===== src/rtl/dma_priority_arbiter_if.sv =====
// dma_priority_arbiter_if
//   Handshake between the request arbiter and the DMA timing control.
//   master (arbiter side):        drives valid_dreq, active_chan, busy
//                                 samples valid_dack, xfer_done, EOP_N
//   slave  (timing control side): the mirror image
interface dma_priority_arbiter_if #(parameter int NCH = 4);
  logic [NCH-1:0] valid_dreq;   // one-hot granted channel
  logic [1:0]     active_chan;  // channel being serviced
  logic           busy;         // arbiter not IDLE
  logic           valid_dack;   // timing control in transfer window
  logic           xfer_done;    // one transfer completed (pulse)
  logic           EOP_N;        // end of process, active low

  modport master (
    output valid_dreq, active_chan, busy,
    input  valid_dack, xfer_done, EOP_N
  );

  modport slave (
    input  valid_dreq, active_chan, busy,
    output valid_dack, xfer_done, EOP_N
  );
endinterface


===== src/rtl/dma_priority_arbiter.sv =====
// dma_priority_arbiter
//   Synchronises DREQ, merges software requests, resolves fixed or rotating
//   priority and holds a one-hot grant toward the timing control for the
//   duration dictated by the channel mode. Drives polarity-corrected DACK and
//   pulses req_clr / mask_set when a service ends.
// Ports:
//   CLK, RESET_N      clock, async active-low reset
//   DREQ              asynchronous peripheral requests
//   HLDA              CPU hold acknowledge (DACK source in cascade mode)
//   command_reg       [2] disable, [4] rotate, [6] DREQ low, [7] DACK high
//   mode_reg          6 bits per channel: [5:4] mode, [2] autoinit
//   mask_reg, req_reg channel masks, software requests
//   tc                handshake with the timing control (master modport)
//   DACK              acknowledge pins
//   req_clr, mask_set one-cycle completion pulses
module dma_priority_arbiter #(
  parameter int NCH         = 4,
  parameter int SYNC_STAGES = 2
) (
  input  logic                 CLK,
  input  logic                 RESET_N,
  input  logic [NCH-1:0]       DREQ,
  input  logic                 HLDA,
  input  logic [7:0]           command_reg,
  input  logic [6*NCH-1:0]     mode_reg,
  input  logic [NCH-1:0]       mask_reg,
  input  logic [NCH-1:0]       req_reg,
  dma_priority_arbiter_if.master tc,
  output logic [NCH-1:0]       DACK,
  output logic [NCH-1:0]       req_clr,
  output logic [NCH-1:0]       mask_set
);

  localparam logic [1:0] M_DEMAND  = 2'd0;
  localparam logic [1:0] M_SINGLE  = 2'd1;
  localparam logic [1:0] M_BLOCK   = 2'd2;
  localparam logic [1:0] M_CASCADE = 2'd3;
  localparam logic [NCH-1:0] ONE   = {{(NCH-1){1'b0}}, 1'b1};

  typedef enum logic [1:0] {IDLE, ARB, GRANT, RELEASE} state_t;

  state_t                         state_q;
  logic [SYNC_STAGES-1:0][NCH-1:0] sync_q;
  logic [1:0]                     ptr_q, chan_q, mode_q;
  logic                           autoinit_q;
  logic [NCH-1:0]                 vdreq_q, dack_q, req_clr_q, mask_set_q;

  logic [NCH-1:0] hw, raw_req, pend, chan_oh;
  logic [1:0]     base, idx, win;
  logic [5:0]     win_field;
  logic           exit_eop, grant_exit, dack_on;

  assign hw      = sync_q[SYNC_STAGES-1] ^ {NCH{command_reg[6]}};
  assign raw_req = hw | req_reg;
  assign pend    = command_reg[2] ? '0 : (raw_req & ~mask_reg);
  assign chan_oh = ONE << chan_q;

  // Walk from the lowest-priority slot up so the highest-priority pending
  // channel is the last one written.
  always_comb begin
    win  = '0;
    idx  = '0;
    base = command_reg[4] ? ptr_q : 2'd0;
    for (int k = NCH-1; k >= 0; k--) begin
      idx = base + 2'(k);
      if (pend[idx]) win = idx;
    end
  end

  assign win_field = mode_reg[6*win +: 6];

  // EOP wins over every other exit; a mask raised mid-service is honoured at
  // the next completed transfer. Cascade ignores both.
  always_comb begin
    exit_eop   = !tc.EOP_N && (mode_q != M_CASCADE);
    grant_exit = 1'b0;
    if (exit_eop)
      grant_exit = 1'b1;
    else if (mode_q != M_CASCADE && tc.xfer_done && mask_reg[chan_q])
      grant_exit = 1'b1;
    else begin
      case (mode_q)
        M_SINGLE:  grant_exit = tc.xfer_done;
        M_DEMAND:  grant_exit = tc.xfer_done && !raw_req[chan_q];
        M_BLOCK:   grant_exit = 1'b0;
        M_CASCADE: grant_exit = !raw_req[chan_q];
        default:   grant_exit = 1'b0;
      endcase
    end
  end

  assign dack_on = (state_q == GRANT) &&
                   ((mode_q == M_CASCADE) ? HLDA : tc.valid_dack);

  always_ff @(posedge CLK or negedge RESET_N) begin
    if (!RESET_N) begin
      state_q    <= IDLE;
      sync_q     <= '0;
      ptr_q      <= '0;
      chan_q     <= '0;
      mode_q     <= '0;
      autoinit_q <= 1'b0;
      vdreq_q    <= '0;
      dack_q     <= '1;
      req_clr_q  <= '0;
      mask_set_q <= '0;
    end else begin
      sync_q[0] <= DREQ;
      for (int i = 1; i < SYNC_STAGES; i++) sync_q[i] <= sync_q[i-1];
      req_clr_q  <= '0;
      mask_set_q <= '0;
      // Inactive level everywhere, flipped on the serviced channel.
      dack_q <= {NCH{~command_reg[7]}} ^ (dack_on ? chan_oh : '0);
      case (state_q)
        IDLE: if (|pend) state_q <= ARB;
        ARB: begin
          if (|pend) begin
            chan_q     <= win;
            mode_q     <= win_field[5:4];
            autoinit_q <= win_field[2];
            vdreq_q    <= ONE << win;
            state_q    <= GRANT;
          end else begin
            state_q <= IDLE;
          end
        end
        GRANT: begin
          if (grant_exit) begin
            vdreq_q <= '0;
            ptr_q   <= chan_q + 2'd1;
            if (req_reg[chan_q])          req_clr_q  <= chan_oh;
            if (exit_eop && !autoinit_q)  mask_set_q <= chan_oh;
            state_q <= RELEASE;
          end
        end
        RELEASE: state_q <= IDLE;
        default: state_q <= IDLE;
      endcase
    end
  end

  assign tc.valid_dreq  = vdreq_q;
  assign tc.active_chan = chan_q;
  assign tc.busy        = (state_q != IDLE);
  assign DACK           = dack_q;
  assign req_clr        = req_clr_q;
  assign mask_set       = mask_set_q;

  logic unused_bits;
  assign unused_bits = ^{command_reg[5], command_reg[3], command_reg[1:0],
                         win_field[3], win_field[1:0]};

endmodule


===== src/flat_wrapper.sv =====
// flat-port wrapper written by rule: the top's interface ports become plain ports
module dma_priority_arbiter_flat 
#(
  parameter int NCH         = 4,
  parameter int SYNC_STAGES = 2
)
  (CLK, RESET_N, DREQ, HLDA, command_reg, mode_reg, mask_reg, req_reg, DACK, req_clr, mask_set, tc_valid_dreq, tc_active_chan, tc_busy, tc_valid_dack, tc_xfer_done, tc_EOP_N);
  dma_priority_arbiter_if #(.NCH(NCH)) tc_i ();
  input  logic CLK;
  input  logic RESET_N;
  input  logic [NCH-1:0] DREQ;
  input  logic HLDA;
  input  logic [7:0] command_reg;
  input  logic [6*NCH-1:0] mode_reg;
  input  logic [NCH-1:0] mask_reg;
  input  logic [NCH-1:0] req_reg;
  output logic [NCH-1:0] DACK;
  output logic [NCH-1:0] req_clr;
  output logic [NCH-1:0] mask_set;
  output wire logic [$bits(tc_i.valid_dreq)-1:0] tc_valid_dreq;
  output wire logic [$bits(tc_i.active_chan)-1:0] tc_active_chan;
  output wire logic [$bits(tc_i.busy)-1:0] tc_busy;
  input wire logic [$bits(tc_i.valid_dack)-1:0] tc_valid_dack;
  input wire logic [$bits(tc_i.xfer_done)-1:0] tc_xfer_done;
  input wire logic [$bits(tc_i.EOP_N)-1:0] tc_EOP_N;
  assign tc_valid_dreq = tc_i.valid_dreq;
  assign tc_active_chan = tc_i.active_chan;
  assign tc_busy = tc_i.busy;
  assign tc_i.valid_dack = tc_valid_dack;
  assign tc_i.xfer_done = tc_xfer_done;
  assign tc_i.EOP_N = tc_EOP_N;
  dma_priority_arbiter #(.NCH(NCH), .SYNC_STAGES(SYNC_STAGES)) u_core (.CLK(CLK), .RESET_N(RESET_N), .DREQ(DREQ), .HLDA(HLDA), .command_reg(command_reg), .mode_reg(mode_reg), .mask_reg(mask_reg), .req_reg(req_reg), .tc(tc_i), .DACK(DACK), .req_clr(req_clr), .mask_set(mask_set));
endmodule

===== config.mk =====
export PLATFORM = sky130hd
export DESIGN_NAME = dma_priority_arbiter_flat
export DESIGN_NICKNAME = d
export VERILOG_FILES = /design/src/rtl/dma_priority_arbiter_if.sv /design/src/rtl/dma_priority_arbiter.sv /design/src/flat_wrapper.sv
export SDC_FILE = /design/constraint.sdc
export NUM_CORES = 1
export LEC_CHECK = 0
export CAP_MARGIN = 20
export CORE_ASPECT_RATIO = 0.7
export CORE_UTILIZATION = 57
export CTS_CLUSTER_DIAMETER = 40
export DETAILED_ROUTE_END_ITERATION = 8
export DONT_BUFFER_PORTS = 1
export PLACE_DENSITY = 0.81
export SLEW_MARGIN = 15
export SYNTH_ARGS = -nofsm -noshare
export SYNTH_HDL_FRONTEND = slang
export SYNTH_SLANG_ARGS = --single-unit
export TNS_END_PERCENT = 20

===== constraint.sdc =====
create_clock -name CLK -period 1.94 [get_ports CLK]
set_input_delay 0.291 -clock CLK [delete_from_list [all_inputs] [get_ports CLK]]
set_output_delay 0.291 -clock CLK [all_outputs]
set_load 0.01 [all_outputs]

=== After elaboration in Yosys (flattened, before gate mapping) ===
Cells that the tools add are included.

* Add/subtract/negate cells: 4
* $mul: 1
* Magnitude comparators: 5
* Eq/ne operators: 10
* Shifts and indexed selects: 3
* Mux-type cells: 38
* Bitwise operators: 6
* Reductions and logical operators: 18

{| class="wikitable"
|+ Operators with widths
! cell !! count
|-
| $mux W4 || 10
|-
| $shiftx A24 B6 Y6 || 1
|-
| $mux W2 || 8
|-
| $lt A2 B3 Y1 const B || 5
|-
| $bmux W1 S2 || 7
|-
| $mux W1 || 10
|-
| $eq A2 B2 Y1 const B || 4
|-
| $pmux W2 S4 || 1
|-
| $pmux W4 S2 || 1
|-
| $shl A1 B2 Y4 const A || 2
|-
| $xor A4 B4 Y4 || 2
|-
| $logic_and A1 B1 Y1 || 6
|-
| $ne A2 B1 Y1 const B || 3
|-
| $reduce_and A2 Y1 || 3
|-
| $add A2 B1 Y2 const B || 2
|-
| $add A2 B2 Y2 const B || 2
|-
| $and A4 B4 Y4 || 1
|-
| $eq A2 B1 Y1 const B || 2
|-
| $logic_not A2 Y1 || 2
|-
| $mul A2 B2 Y4 const A || 1
|-
| $not A4 Y4 || 1
|-
| $or A4 B4 Y4 || 1
|-
| $pmux W1 S4 || 1
|-
| $reduce_bool A2 Y1 || 2
|-
| 5 further kinds || 7
|}

* Register bits: 33
* Input port bits: 50

=== Logic depth before layout (Yosys ltp) ===
* Depth after elaboration: 13
* Gate-level depth with buffers: 9

=== Least setup slack after synthesis ===
Ideal clock, no wire load.

* Path type: input port to flip-flop
* From: in command_reg[6]
* To: reg u_core.vdreq_q[0] (netlist: u_core.tc.valid_dreq[0])
* Arrival: 1875 ps
* Slack: -56 ps
* Cell stages on the path: 7
* Path through: buf_6 > xnor2_2 > a211oi_2 > o32ai_1 > o221a_4 > o311a_1 > a22o_1

* Word-level cells in the longest chain between the ends: 13
* Elaborated cells between the ends (all ways): 30
* Those cells by class: eq/ne (2); shift (1); mux (20); bitwise (3); reduce/logical (4)

{| class="wikitable"
|+ Ends and longest elaborated chain
! what !! line !! RTL
|-
| from (decl) || flat_wrapper.sv:13 || <nowiki>input logic [7:0] command_reg;</nowiki>
|-
| $xor A4 B4 Y4 * || dma_priority_arbiter.sv:53 || <nowiki>assign hw = sync_q[SYNC_STAGES-1] ^ {NCH{command_reg[6]}};</nowiki>
|-
| $or A4 B4 Y4 * || dma_priority_arbiter.sv:54 || <nowiki>assign raw_req = hw | req_reg;</nowiki>
|-
| $and A4 B4 Y4 || dma_priority_arbiter.sv:55 || <nowiki>assign pend = command_reg[2] ? '0 : (raw_req & ~mask_reg);</nowiki>
|-
| $mux W4 || dma_priority_arbiter.sv:55 ||
|-
| $bmux W1 S2 || dma_priority_arbiter.sv:66 || <nowiki>if (pend[idx]) win = idx;</nowiki>
|-
| $mux W1 (implied by the code) || dma_priority_arbiter.sv:66 ||
|-
| $mux W2 (4 in a row) || dma_priority_arbiter.sv:66 ||
|-
| $shl A1 B2 Y4 || dma_priority_arbiter.sv:121 || <nowiki>vdreq_q <= ONE << win;</nowiki>
|-
| $mux W4 || dma_priority_arbiter.sv:117 || <nowiki>if (|pend) begin</nowiki>
|-
| $pmux W4 S2 || dma_priority_arbiter.sv:114 || <nowiki>case (state_q)</nowiki>
|-
| to (signal assigned) || dma_priority_arbiter.sv:121 ||
|-
| to (decl) || dma_priority_arbiter.sv:46 || <nowiki>logic [NCH-1:0] vdreq_q, dack_q, req_clr_q, mask_set_q;</nowiki>
|}

Every way passes the cells marked *; elsewhere a longest branch is shown, timed or not. The select of a mux whose other input is x is not followed.
A chain may end at the register's enable or synchronous reset.

=== Final worst setup path ===
* From: reg u_core.sync_q[4] in the netlist's numbering
* To: reg u_core.vdreq_q[2] (netlist: u_core.tc.valid_dreq[2])

* Word-level cells in the longest chain between the ends: 13
* Elaborated cells between the ends (all ways): 30
* Those cells by class: eq/ne (2); shift (1); mux (20); bitwise (3); reduce/logical (4)

{| class="wikitable"
|+ Ends and longest elaborated chain
! what !! line !! RTL
|-
| from (decl) || dma_priority_arbiter.sv:43 || <nowiki>logic [SYNC_STAGES-1:0][NCH-1:0] sync_q;</nowiki>
|-
| $xor A4 B4 Y4 * || dma_priority_arbiter.sv:53 ||
|-
| $or A4 B4 Y4 * || dma_priority_arbiter.sv:54 ||
|-
| $and A4 B4 Y4 || dma_priority_arbiter.sv:55 ||
|-
| $mux W4 || dma_priority_arbiter.sv:55 ||
|-
| $bmux W1 S2 || dma_priority_arbiter.sv:66 ||
|-
| $mux W1 (implied by the code) || dma_priority_arbiter.sv:66 ||
|-
| $mux W2 (4 in a row) || dma_priority_arbiter.sv:66 ||
|-
| $shl A1 B2 Y4 || dma_priority_arbiter.sv:121 ||
|-
| $mux W4 || dma_priority_arbiter.sv:117 ||
|-
| $pmux W4 S2 || dma_priority_arbiter.sv:114 ||
|}

Marks and branches as above.

==> flow_metrics.tcl <==
set metrics [dict create \
    grt_pass1_wl_mm 8.845 \
    initial_core_util 0.6118 \
    cts_buffers 5 \
    rows 17 \
    powerDensity_nw_per_um2 1217 \
    grt_pass1_vias 1784 \
    clkTransAtPathRegs_ns 0.07 \
    cp_max_fo 4 \
    drive_gt1_frac 0.3390 \
    viasPerCell 6.569 \
    synth_top_area_frac 0.3669 \
    setup.worst_path.start "u_core.sync_q[4]" \
    ioPinCount 69 \
    cp_num_cells 8 \
    cp-endpoint "u_core.tc.valid_dreq[2]" \
    setup_tns_ns -1.060 \
    ys_ff_latch 33 \
    r2r-start "u_core.sync_q[4]" \
    die_area_um2 3714 \
    postLayoutCellArea_um2 2530 \
    worst_pin_slew_ns 0.5037 \
    period_share 1.072 \
    initialDrtViolationCount 166 \
    fin_skew_ns 0.008492 \
    slew_violations 0 \
    arrival_ns 2.26 \
    power_uw 3078 \
    antennaDiodeCount 0 \
    die_h_um 51.29 \
    yosysUniqueCellTypes 47 \
    avgRoutedWirePerCell_um 20.42 \
    clk_latency_ns 0.30 \
    synthFlopType "dfrtp_1" \
    worst-path-buf-inv 2 \
    gp_congestion 0.8717 \
    layout_setup_ws_ns -0.1387 \
    syn-mean-instance-area_um2 9.891 \
    critical_path_required_ns 2.12 \
    syn_area_um2 1978 \
    path_cells "xor2_1 > o21ai_1 > buf_4 > nand3_1 > nor3_2 > nor4_4 > buf_4 > a22o_1" \
    critPathKind "register to register" \
    max_slew_margin 0.6595 \
    seq_area_um2 833.3 \
    final_common_cell "nand2_1" \
    rsz0062_at_grt "yes" \
    area_growth_syn_to_layout_pct 27.89 \
    worstReg2RegEnd "u_core.tc.valid_dreq[2]" \
    grt_use_total 0.3293 \
    cts_num_sinks 33 \
    grt_max_degree 34 \
    cts_buffer_depth 2 \
    portBuffers 0 \
    die_w_um 72.41 \
    r2r_cells 8 \
    synthCells 200 \
    cts_root_buf "clkbuf_8" \
    peakVddDrop_mv 0.7622 \
    ant_nets 0 \
    cp_slowest_stage_delay_ns 0.41 \
    first_pass_iters 5 \
    setup_viol 11 \
    final_cell_mix "42 x nand2_1, 31 x buf_4, 27 x dfrtp_1" \
    critical_path.most_common_cell "buf_4" \
    r2r_slack_ns -0.14 \
    worstHoldPathCells 0 \
    p_leak_uw 0.001114 \
    end_kind "register" \
    vias 1859 \
    status "complete, but fails checks" \
    synth.top_cells.by_area "dfrtp_1 37%, nand2_1 8.0%, dfstp_2 5.3%, a211oi_1 3.0%, a2bb2oi_1 2.7%" \
    grt_antenna_before_repair 0 \
    synth_edf_count 0 \
    drc 0 \
    yosysTopAreaCell "dfrtp_1" \
    crit_family "simple AND/OR/NAND/NOR gates" \
    synth_warnings 0 \
    critPathSlowestCell "dfrtp_1" \
    period_minus_slack_ns 2.079 \
    dpl_cell_area_um2 2246 \
    multi_input_area_um2 1210 \
    holdCritPathClass "primary input to register" \
    async_reset_ff_frac 1.000 \
    hold_viol_final 0 \
    maxCapViolCount 0 \
    crit_path_start_kind "register" \
    core_area_um2 3233 \
    cts_max_level 2 \
    grt_overflow_total 0 \
    fin_nets 289 \
    hpwlAfterDp_mm 4.029 \
    cts_tree "built" \
    synth_fp_nets 254 \
    fillers 199 \
    wl_mm 5.780 \
    synth-seq-area-share 0.4200 \
    fmax_mhz 481.1 \
    violations "negative setup slack" \
]
-- how the worst min path moves through the flow --
stage,to,from
global placement,u_core.mask_set[0],RESET_N
finish,u_core.sync_q[1],DREQ[1]
CTS,u_core.sync_q[1],DREQ[1]
detailed placement,u_core.sync_q[2],RESET_N
global route,u_core.sync_q[3],DREQ[3]
floorplan,async pin,RESET_N
-- through the flow --
step	setup slack (ns)	cells	utilization	hold slack [ns]
after floorplan	-0.001241	200	-	-0.004591
after global placement	-0.1322	269	0.6947	-0.003625
after detailed placement	-0.1829	269	0.6947	-0.004049
after CTS	-0.1312	283	0.7666	0.01795
after global routing	-0.2254	283	0.7825	0.008219
final	-0.1387	283	0.7825	0.02369
-- flip-flops by register name (all words and copies together), names as in the netlist, named ones only --
register               count
u_core.tc.valid_dreq       4
u_core.autoinit_q          1
u_core.mode_q              2
u_core.req_clr             4
u_core.ptr_q               2
u_core.state_q             1
u_core.tc.active_chan      2
u_core.sync_q              8
u_core.DACK                4
u_core.mask_set            4
-- cell usage after synthesis, types with 4 or more instances --
cell type / count
a211oi_1: 8
a21oi_1: 5
a22o_1: 4
a2bb2oi_1: 6
and2_1: 5
and3_1: 5
clkbuf_1: 5
dfrtp_1: 29
dfstp_2: 4
ha_1: 4
inv_1: 6
nand2_1: 42
nand3_1: 6
nor2_1: 6
nor3_1: 7
o21ai_1: 10
xor2_1: 6
-- what timing repair did --
action	CTS	global route
buffers inserted	4	1
hold buffers	2	0
hold endpoints to repair	33	0
endpoints found under the setup margin	11	15
pin swaps	9	6
gates resized for setup	12	10
-- worst reg2reg max path, cell delays in order, from the launching register on --
cell and delay (ns):
dfrtp_1 0.41, xor2_1 0.17, o21ai_1 0.27, buf_4 0.21, nand3_1 0.09, nor3_2 0.33
nor4_4 0.11, buf_4 0.16, a22o_1 0.23
-- final cells by class --
cell class | instances | area share
multi-input cells | 154 | 0.4782
flip-flops and latches | 33 | 0.3294
repair buffers | 35 | 0.1128
clock buffers | 6 | 0.03264
well taps | 47 | 0.02324
clock inverters | 2 | 0.01484
inverters | 6 | 0.008902
-- power breakdown --
group	internal (uW)	switching [uW]	total (uW)
combinational	623	736	1360
sequential	847	186	1030
clock	417	269	686
total	1890	1190	3080
-- logic make-up (layout without fill, tap and decap cells) --
group / after synthesis / count (layout) / synth area share
DFF: 33 / 33 / 0.4200
AOI/OAI and AO/OA: 55 / 55 / 0.2239
buffers and inverters: 13 / 49 / 0.02909
xor gates and xnor gates: 8 / 8 / 0.03922
adders and majority gates: 4 / 4 / 0.02530
and+or+nand+nor: 79 / 79 / 0.2011
muxes: 8 / 8 / 0.06135
-- routing by layer --
| metal | vias up | track usage | share of wire |
|---|---|---|---|
| met1 | 879 | 0.4242 | 0.39 |
| li1 | 805 | - | - |
| met3 | 32 | 0.09467 | 0.11 |
| met4 | 0 | 0.1471 | 0.040 |
| met5 | - | 0 | 0 |
| met2 | 143 | 0.5187 | 0.46 |
No activity file was read; power rests on OpenSTA's default activity.
